$ cat config.mk
export PLATFORM = sky130hd
export DESIGN_NAME = decode_queue_flat
export DESIGN_NICKNAME = d
export VERILOG_FILES = /design/src/rtl/decode_queue_if.sv /design/src/rtl/decode_queue.sv /design/src/flat_wrapper.sv
export SDC_FILE = /design/constraint.sdc
export NUM_CORES = 1
export LEC_CHECK = 0
export CAP_MARGIN = 20
export CORE_UTILIZATION = 35
export CTS_BUF_LIST = sky130_fd_sc_hd__clkbuf_2 sky130_fd_sc_hd__clkbuf_4 sky130_fd_sc_hd__clkbuf_8
export CTS_CLUSTER_DIAMETER = 200
export CTS_CLUSTER_SIZE = 30
export DETAILED_ROUTE_END_ITERATION = 10
export DONT_BUFFER_PORTS = 1
export GPL_TIMING_DRIVEN = 1
export SYNTH_ARGS = -nofsm -noshare
export SYNTH_HDL_FRONTEND = slang
export SYNTH_SLANG_ARGS = --single-unit
$ cat constraint.sdc
create_clock -name clk -period 6.95 [get_ports clk]
set_input_delay 1.7375 -clock clk [delete_from_list [all_inputs] [get_ports clk]]
set_output_delay 1.7375 -clock clk [all_outputs]
set_load 0.02 [all_outputs]
$ cat src/rtl/decode_queue_if.sv
// Fetch-side and decode-side signals of the decode queue.
// The master modport is the fetch/decode environment; the slave modport is the queue.
interface decode_queue_if #(
  parameter int unsigned RV    = 32,
  parameter int unsigned FW    = 32,
  parameter int unsigned ISSUE = 2
);
  localparam int unsigned PW = FW / 16;
  localparam int unsigned SW = (PW > 1) ? $clog2(PW) : 1;
  localparam int unsigned TW = $clog2(ISSUE + 1);

  logic                  fetch_valid;
  logic                  fetch_ready;
  logic [FW-1:0]         fetch_data;
  logic [RV-1:0]         fetch_pc;
  logic [SW-1:0]         fetch_start;
  logic                  flush;
  logic [ISSUE-1:0]      dec_valid;
  logic [16*ISSUE-1:0]   dec_ins;
  logic [RV-1:0]         dec_pc;
  logic [TW-1:0]         dec_take;

  modport master (
    output fetch_valid, fetch_data, fetch_pc, fetch_start, flush, dec_take,
    input  fetch_ready, dec_valid, dec_ins, dec_pc
  );

  modport slave (
    input  fetch_valid, fetch_data, fetch_pc, fetch_start, flush, dec_take,
    output fetch_ready, dec_valid, dec_ins, dec_pc
  );
endinterface

$ cat src/rtl/decode_queue.sv
// Instruction-parcel queue between fetch and the 16-bit decoder.
// Fetch words are split into 16-bit parcels held in a circular store; decode
// sees up to ISSUE consecutive parcels starting at the head, plus the head PC.
module decode_queue #(
  parameter int unsigned RV    = 32,
  parameter int unsigned FW    = 32,
  parameter int unsigned DEPTH = 8,
  parameter int unsigned ISSUE = 2
) (
  input logic           clk,
  input logic           reset,
  decode_queue_if.slave bus
);
  localparam int unsigned PW = FW / 16;
  localparam int unsigned SW = (PW > 1) ? $clog2(PW) : 1;
  localparam int unsigned AW = $clog2(DEPTH);
  localparam int unsigned CW = AW + 1;

  logic [15:0]   store_q [DEPTH];
  logic [AW-1:0] head_q, head_d;
  logic [AW-1:0] tail_q, tail_d;
  logic [CW-1:0] count_q, count_d;
  logic [RV-1:0] head_pc_q, head_pc_d;
  logic          pc_set_q, pc_set_d;

  logic [CW-1:0] free;
  logic [CW-1:0] n_push;
  logic [CW-1:0] n_take;
  logic          push;

  // Handshake and per-cycle push/pop amounts; ready ignores any same-cycle take.
  always_comb begin
    free            = CW'(DEPTH) - count_q;
    bus.fetch_ready = !reset && !bus.flush && (free >= CW'(PW));
    push            = bus.fetch_valid && bus.fetch_ready;
    n_push          = CW'(PW) - CW'(bus.fetch_start);
    // Over-large takes are clamped to what is held.
    n_take          = (CW'(bus.dec_take) > count_q) ? count_q : CW'(bus.dec_take);
  end

  // Next-state for pointers, occupancy and head PC; flush overrides everything.
  always_comb begin
    head_d    = head_q;
    tail_d    = tail_q;
    count_d   = count_q;
    head_pc_d = head_pc_q;
    pc_set_d  = pc_set_q;
    if (bus.flush) begin
      head_d   = '0;
      tail_d   = '0;
      count_d  = '0;
      pc_set_d = 1'b0;
      // head_pc is kept; the next push reloads it.
    end else begin
      head_d  = head_q + AW'(n_take);
      tail_d  = push ? (tail_q + AW'(n_push)) : tail_q;
      count_d = count_q + (push ? n_push : '0) - n_take;
      if (push && !pc_set_q) begin
        // First word after reset/flush: PC of the first valid parcel.
        head_pc_d = bus.fetch_pc + RV'({bus.fetch_start, 1'b0});
        pc_set_d  = 1'b1;
      end else begin
        head_pc_d = head_pc_q + RV'({n_take, 1'b0});
      end
    end
  end

  // Control state register with asynchronous clear.
  always_ff @(posedge clk or posedge reset) begin
    if (reset) begin
      head_q    <= '0;
      tail_q    <= '0;
      count_q   <= '0;
      head_pc_q <= '0;
      pc_set_q  <= 1'b0;
    end else begin
      head_q    <= head_d;
      tail_q    <= tail_d;
      count_q   <= count_d;
      head_pc_q <= head_pc_d;
      pc_set_q  <= pc_set_d;
    end
  end

  // Parcel store write: parcels fetch_start..PW-1 land at tail, tail+1, ...
  always_ff @(posedge clk) begin
    if (push) begin
      for (int unsigned k = 0; k < PW; k++) begin
        if (SW'(k) >= bus.fetch_start) begin
          store_q[tail_q + AW'(k) - AW'(bus.fetch_start)] <= bus.fetch_data[16*k +: 16];
        end
      end
    end
  end

  // Decode-side view: slot i is the parcel at head+i, PC is the head PC.
  always_comb begin
    bus.dec_valid = '0;
    bus.dec_ins   = '0;
    for (int unsigned i = 0; i < ISSUE; i++) begin
      bus.dec_valid[i]        = (count_q > CW'(i));
      bus.dec_ins[16*i +: 16] = store_q[head_q + AW'(i)];
    end
    bus.dec_pc = head_pc_q;
  end
endmodule

$ cat src/flat_wrapper.sv
// flat-port wrapper written by rule: the top's interface ports become plain ports
module decode_queue_flat 
#(
  parameter int unsigned RV    = 32,
  parameter int unsigned FW    = 32,
  parameter int unsigned DEPTH = 8,
  parameter int unsigned ISSUE = 2
)
  (clk, reset, bus_fetch_valid, bus_fetch_data, bus_fetch_pc, bus_fetch_start, bus_flush, bus_dec_take, bus_fetch_ready, bus_dec_valid, bus_dec_ins, bus_dec_pc);
  decode_queue_if #(.RV(RV), .FW(FW), .ISSUE(ISSUE)) bus_i ();
  input logic clk;
  input logic reset;
  input wire logic [$bits(bus_i.fetch_valid)-1:0] bus_fetch_valid;
  input wire logic [$bits(bus_i.fetch_data)-1:0] bus_fetch_data;
  input wire logic [$bits(bus_i.fetch_pc)-1:0] bus_fetch_pc;
  input wire logic [$bits(bus_i.fetch_start)-1:0] bus_fetch_start;
  input wire logic [$bits(bus_i.flush)-1:0] bus_flush;
  input wire logic [$bits(bus_i.dec_take)-1:0] bus_dec_take;
  output wire logic [$bits(bus_i.fetch_ready)-1:0] bus_fetch_ready;
  output wire logic [$bits(bus_i.dec_valid)-1:0] bus_dec_valid;
  output wire logic [$bits(bus_i.dec_ins)-1:0] bus_dec_ins;
  output wire logic [$bits(bus_i.dec_pc)-1:0] bus_dec_pc;
  assign bus_i.fetch_valid = bus_fetch_valid;
  assign bus_i.fetch_data = bus_fetch_data;
  assign bus_i.fetch_pc = bus_fetch_pc;
  assign bus_i.fetch_start = bus_fetch_start;
  assign bus_i.flush = bus_flush;
  assign bus_i.dec_take = bus_dec_take;
  assign bus_fetch_ready = bus_i.fetch_ready;
  assign bus_dec_valid = bus_i.dec_valid;
  assign bus_dec_ins = bus_i.dec_ins;
  assign bus_dec_pc = bus_i.dec_pc;
  decode_queue #(.RV(RV), .FW(FW), .DEPTH(DEPTH), .ISSUE(ISSUE)) u_core (.clk(clk), .reset(reset), .bus(bus_i));
endmodule
; After elaboration in Yosys (flattened, before gate mapping)
; Memories as Yosys holds them, arrays and structs flattened.
; Index checks and enable logic that the tools add are counted.
[classes]
n_eq_ne = 0
n_shift = 0
n_mux = 15
div_mod_pow = 0
add_sub_neg = 12
n_reduce_logical = 9
magnitude_cmp = 6
bitwise_logic = 0
n_mul = 0
[op_table]
columns = cell, count
row1 = adder 32 x 2 -> 32 bit, 1
row2 = adder 32 x 5 -> 32 bit, 1
row3 = 2-to-1 mux 32 bit, 1
row4 = 2-to-1 mux 4 bit, 3
row5 = 2-to-1 mux 3 bit, 3
row6 = > comparator 4 x 1 -> 1 bit (second input constant), 2
row7 = 2-to-1 mux 1 bit, 8
row8 = adder 3 x 1 -> 3 bit (second input constant), 2
row9 = adder 3 bit, 2
row10 = subtractor 3 x 1 -> 3 bit, 2
row11 = adder 4 bit, 1
row12 = >= comparator 4 x 2 -> 1 bit (second input constant), 1
row13 = > comparator 2 x 4 -> 1 bit, 1
row14 = logical AND 1 bit, 4
row15 = nonzero test 2 bit, 2
row16 = subtractor 4 bit, 1
row17 = subtractor 4 bit (first input constant), 1
row18 = zero test 1 bit, 3
row19 = subtractor 2 x 1 -> 3 bit (first input constant), 1
row20 = >= comparator 1 bit (first input constant), 2
[word_totals]
latchBits = 0
input_bits = 71
output_inout_bits = 67
elab_cells = 48
n_memories = 1
regBits = 43
mem_bits_rw = 128
romBits = 0
[memory_table]
columns = memory, depth, width, rd, rd_clocked_by_memory_dff, write_ports, line_no
row1 = u_core.store_q, 8, 16, 2, 0, 2, decode_queue.sv:19  ; logic [15:0] store_q [DEPTH];

; Logic depth before layout (Yosys ltp)
[depth]
word_depth = 8
mapped_depth = 13
ltp_nobuf = 13

; Least setup slack after synthesis
; No wires, ideal clock.
[synth_timing]
path_type = in2reg
from = input reset
to = memory u_core.store_q[2][0] (enable)
arrival_time_ps = 4551
path_slack_ps = 1964
required_ps = 6515
cell_stages = 5
n_path_buf = 1
setup_time_ps = 435
path_cell_list = a2111o_1 a21oi_4 buf_6 nand2_1 o41ai_1
[synth_lines]
columns = element, line_no
row1 = "start, declared", flat_wrapper.sv:12  ; input logic reset;
row2 = "end, declared", decode_queue.sv:19

; Worst setup path in the final report
[layout_timing]
from = register u_core.head_q[0]
to = output bus_dec_ins[24]
[layout_via]
elab_chain_len = 2
[layout_rtl]
columns = element, line_no
row1 = "start, declared", decode_queue.sv:20  ; logic [AW-1:0] head_q, head_d;
row2 = "start signal, assigned", decode_queue.sv:71  ; head_q <= '0;
row3 = "start signal, assigned", decode_queue.sv:77  ; head_q <= head_d;
row4 = adder 3 x 1 -> 3 bit, decode_queue.sv:102  ; bus.dec_ins[16*i +: 16] = store_q[head_q + AW'(i)];
row5 = memory (8 x 16 bit), --
row6 = "end, declared", flat_wrapper.sv:21  ; output wire logic [$bits(bus_i.dec_ins)-1:0] bus_dec_ins;
; No other way between the ends.

==> run_results.csv <==
group,metric,value,unit
status,status,"complete, no violations",
cells_and_area,multi_input_area,6127,um^2
routing,drt_wl_total,29480,um
setup_path,critPathRequiredTime,5.21,ns
clocking,cts_made_buffers,17,
run,maxCapViolations,0,
global_route,grt_pass1_vias,7620,
clocking,post-cts-setup-buffers,0,
routing,met2WireLength,13910,um
place,gp_congestion,0.8048,
sta,tightest_slew,1.106,ns
synth,post_synth.cell_area_avg,12.96,um^2
power,switching_power,1.885,mW
power,power_frac_seq,0.356,
floorplanning,chipWidth,181.8,um
cells_and_area,fin_util,0.3853,
sta,rsz0062_at_grt,"false",
cells_and_area,drive_above_1_share,0.3476,
clocking,path_clk_slew,0.10,ns
cells_and_area,nets,953,
sta,fin_tns_setup,0,ns
cells_and_area,area_growth,7.995,%
setup_path,critical_path.max_stage_delay,1.02,ns
power,p_comb_frac,0.467,
synth,synth_edf_count,128,
clocking,clock-sinks,171,
sta,period_minus_slack,4.837,ns
power,powerDensity,362.5,nW/um^2
hold_path,hp-class,"reg2reg",
floorplanning,start_util,0.3568,
clocking,cts_buffer_depth,2,
power,leakagePower,4.074,nW
setup_path,slowest_stage,"ha_1",
global_route,grtUsageTotal,0.1830,
cells_and_area,final-seq-area,4925,um^2
global_route,grt_pass1_wl,45820,um
sta,fin_crit_sh,0.6959,
floorplanning,core,31720,um^2
sta,fin_skew,0.02270,ns
global_route,grt-ovfl-total,0,
power,power,4.430,mW
clocking,cts_tree,"built",
floorplanning,dieArea,33050,um^2
routing,dr.pass1.iters,5,
synth,ys.flop_type,"edfxtp_1",
cells_and_area,n_fill_cell,3060,
synth,synth.distinct_cells,63,
clocking,cts.hold.buffers_added,0,
routing,ant_nets,0,
global_route,antenna_found_initial,0,
setup_path,end_kind,"output port",
clocking,cts_max_level,4,
cells_and_area,diodes,0,
routing,vias,7495,
synth,synth_nets,973,
clocking,clk_latency,0.49,ns
setup_path,crit_chain,"ha_1, buf_4, mux4_2, mux2_2",
synth,synth_seq_cells,171,
power,clock_power_share,0.177,
place,portBuffers,0,
routing,via_per_inst,5.911,
sta,slew_violations,0,
setup_path,cp.arrival,3.10,ns
synth,synth_top_area_share,0.3397,
synth,syn_inst,873,
global_route,grt_max_degree,66,
floorplanning,rows,65,
sta,max_freq,0.2067,GHz
clocking,cts_resized,0,
power,intPower,2.545,mW
clocking,cts_root_buffer,"clkbuf_8",
routing,wl_per_cell,23.25,um
cells_and_area,final_cells,1268,
power,ir_drop,0.2045,mV
sta,finalSetupViolCount,0,
synth,syn-cell-area,11320,um^2
synth,ys_seq_area_frac,0.4348,
setup_path,cp-start-kind,"flop",
floorplanning,ioPinCount,138,
routing,dr_wl_met3,2256,um
place,post-place-cells,1235,
setup_path,crit_type,"reg2out",
routing,drt_iter0_drc,602,
power,switching_share,0.4255,
synth,yosysWarnings,0,
routing,highest_layer,"met4",
place,hpwl,19330,um
routing,drcViolationCount,0,
synth,yosys.area.top_type,"edfxtp_1",
setup_path,worstPathMaxFanout,19,
synth,async_flop_share,0.2515,
sta,hold_viol_final,0,
sta,slew_headroom,0.2626,
synth,yosys-top-cells-area,"edfxtp_1, mux2_2, mux4_2, dfrtp_1, ha_1",
routing,wl_met1,13060,um
floorplanning,die_y,181.8,um
==> cell type report <==
type / count / share of cell area
Tap cell: 402 / 0.04116
Sequential cell: 171 / 0.4030
Clock inverter: 14 / 0.01495
Inverter: 25 / 0.007679
Multi-Input combinational cell: 621 / 0.5014
Clock buffer: 18 / 0.01976
Timing Repair Buffer: 17 / 0.01208
==> cells by family after synthesis <==
logic type / Yosys count / synth area share
muxes: 236 / 0.2975
and+or+nand+nor: 216 / 0.1069
DFF: 171 / 0.4348
AOI/OAI and AO/OA: 112 / 0.07176
buffers and inverters: 81 / 0.03195
adders and majority gates: 29 / 0.03538
xor gates and xnor gates: 28 / 0.02167
==> synth_stat cells, types with 8 or more instances <==
cell type,number
nor3_1,15
buf_2,10
ha_1,24
buf_1,9
nor2_1,40
nand2_1,40
mux2_2,163
inv_1,25
a21o_1,8
edfxtp_1,128
nand4_1,23
nand3_1,28
or4_1,14
o21ai_0,20
mux2i_1,9
and3_1,8
dfrtp_1,43
clkbuf_1,30
mux4_2,64
a21oi_1,23
nor4_1,12
xnor2_1,20
o31ai_1,9
xor2_1,8
==> power by group through the flow <==
stage               combinational (mW)  clock [mW]  sequential (mW)
floorplan                         1.68           0             1.52
global placement                  2.04           0             1.60
detailed placement                2.06           0             1.60
CTS                               2.08       0.805             1.58
global route                      2.23       0.843             1.61
finish                            2.07       0.783             1.58
==> flip-flops by register name, indices dropped and copies added (netlist names) <==
signal / count
u_core.store_q: 128
u_core.bus.dec_pc: 32
u_core.count_q: 4
u_core.head_q: 3
u_core.tail_q: 3
u_core.pc_set_q: 1
==> metal layers <==
metal	track usage	vias up
met4	0.04237	0
li1	-	3427
met1	0.2463	3789
met2	0.2925	262
met5	0	-
met3	0.05014	17
==> worst max-delay path, delay by kind of cell, from the launching register on <==
kind / cells / cell delay [ns]
fa+ha+maj: 1 / 1.02
buf+inv: 1 / 0.40
flops: 1 / 0.48
mux: 2 / 0.70
==> layout by cell type (no fill, tap or decap), types with 4 or more instances in the layout <==
master	Yosys	layout
xor2_1	8	7
or3_1	6	6
a211o_1	5	5
nor3_1	15	15
and3_1	8	8
buf_4	2	16
ha_1	24	24
nand3_4	4	4
a21oi_1	23	23
a21o_1	8	8
o31ai_1	9	5
xnor2_1	20	20
a221o_1	5	5
mux2i_1	9	9
o21ai_0	20	20
fa_1	5	5
mux4_2	64	64
nor4_1	12	12
nand3_1	28	28
mux2_2	163	163
nand2_1	40	40
o211ai_1	4	4
o41ai_2	0	4
clkbuf_8	0	17
dfrtp_1	43	41
edfxtp_1	128	128
o22a_1	6	6
a211oi_1	4	4
or4_1	14	14
nand4_1	23	23
nor2b_1	4	4
nor2_1	40	40
inv_1	25	24
and4_1	6	6
o31ai_4	0	4
==> stage by stage <==
| stage | hold WS [ns] | setup WS [ns] | cell area [um^2] |
|---|---|---|---|
| detailed placement | 0.5819 | 1.880 | 11770 |
| CTS | 0.6059 | 2.031 | 12190 |
| global placement | 0.5779 | 2.064 | 11770 |
| floorplan | 0.5441 | 1.964 | 11320 |
| finish | 0.6006 | 2.113 | 12220 |
| global route | 0.6302 | 1.968 | 12220 |
==> worst paths after layout <==
| check | startpoint | endpoint | slack, ns | depth (start not counted) |
|---|---|---|---|---|
| setup / recovery | u_core.head_q[0]$_DFF_PP0_ | bus_dec_ins[24] | 2.11 | 4 |
| hold / removal | u_core.tail_q[0]$_DFFE_PP0P_ | u_core.tail_q[0]$_DFFE_PP0P_ | 0.60 | 1 |
| setup reg to reg | u_core.count_q[1]$_DFF_PP0_ | u_core.bus.dec_pc[23]$_DFFE_PP0N_ | 2.96 | 13 |
| hold reg to reg | u_core.tail_q[0]$_DFFE_PP0P_ | u_core.tail_q[0]$_DFFE_PP0P_ | 0.60 | 1 |
| max in group asynchronous | reset | u_core.head_q[0]$_DFF_PP0_ | 4.90 | 1 |
| min in group asynchronous | reset | u_core.count_q[3]$_DFF_PP0_ | 1.33 | 1 |
Power figures use the tool's default switching activity.
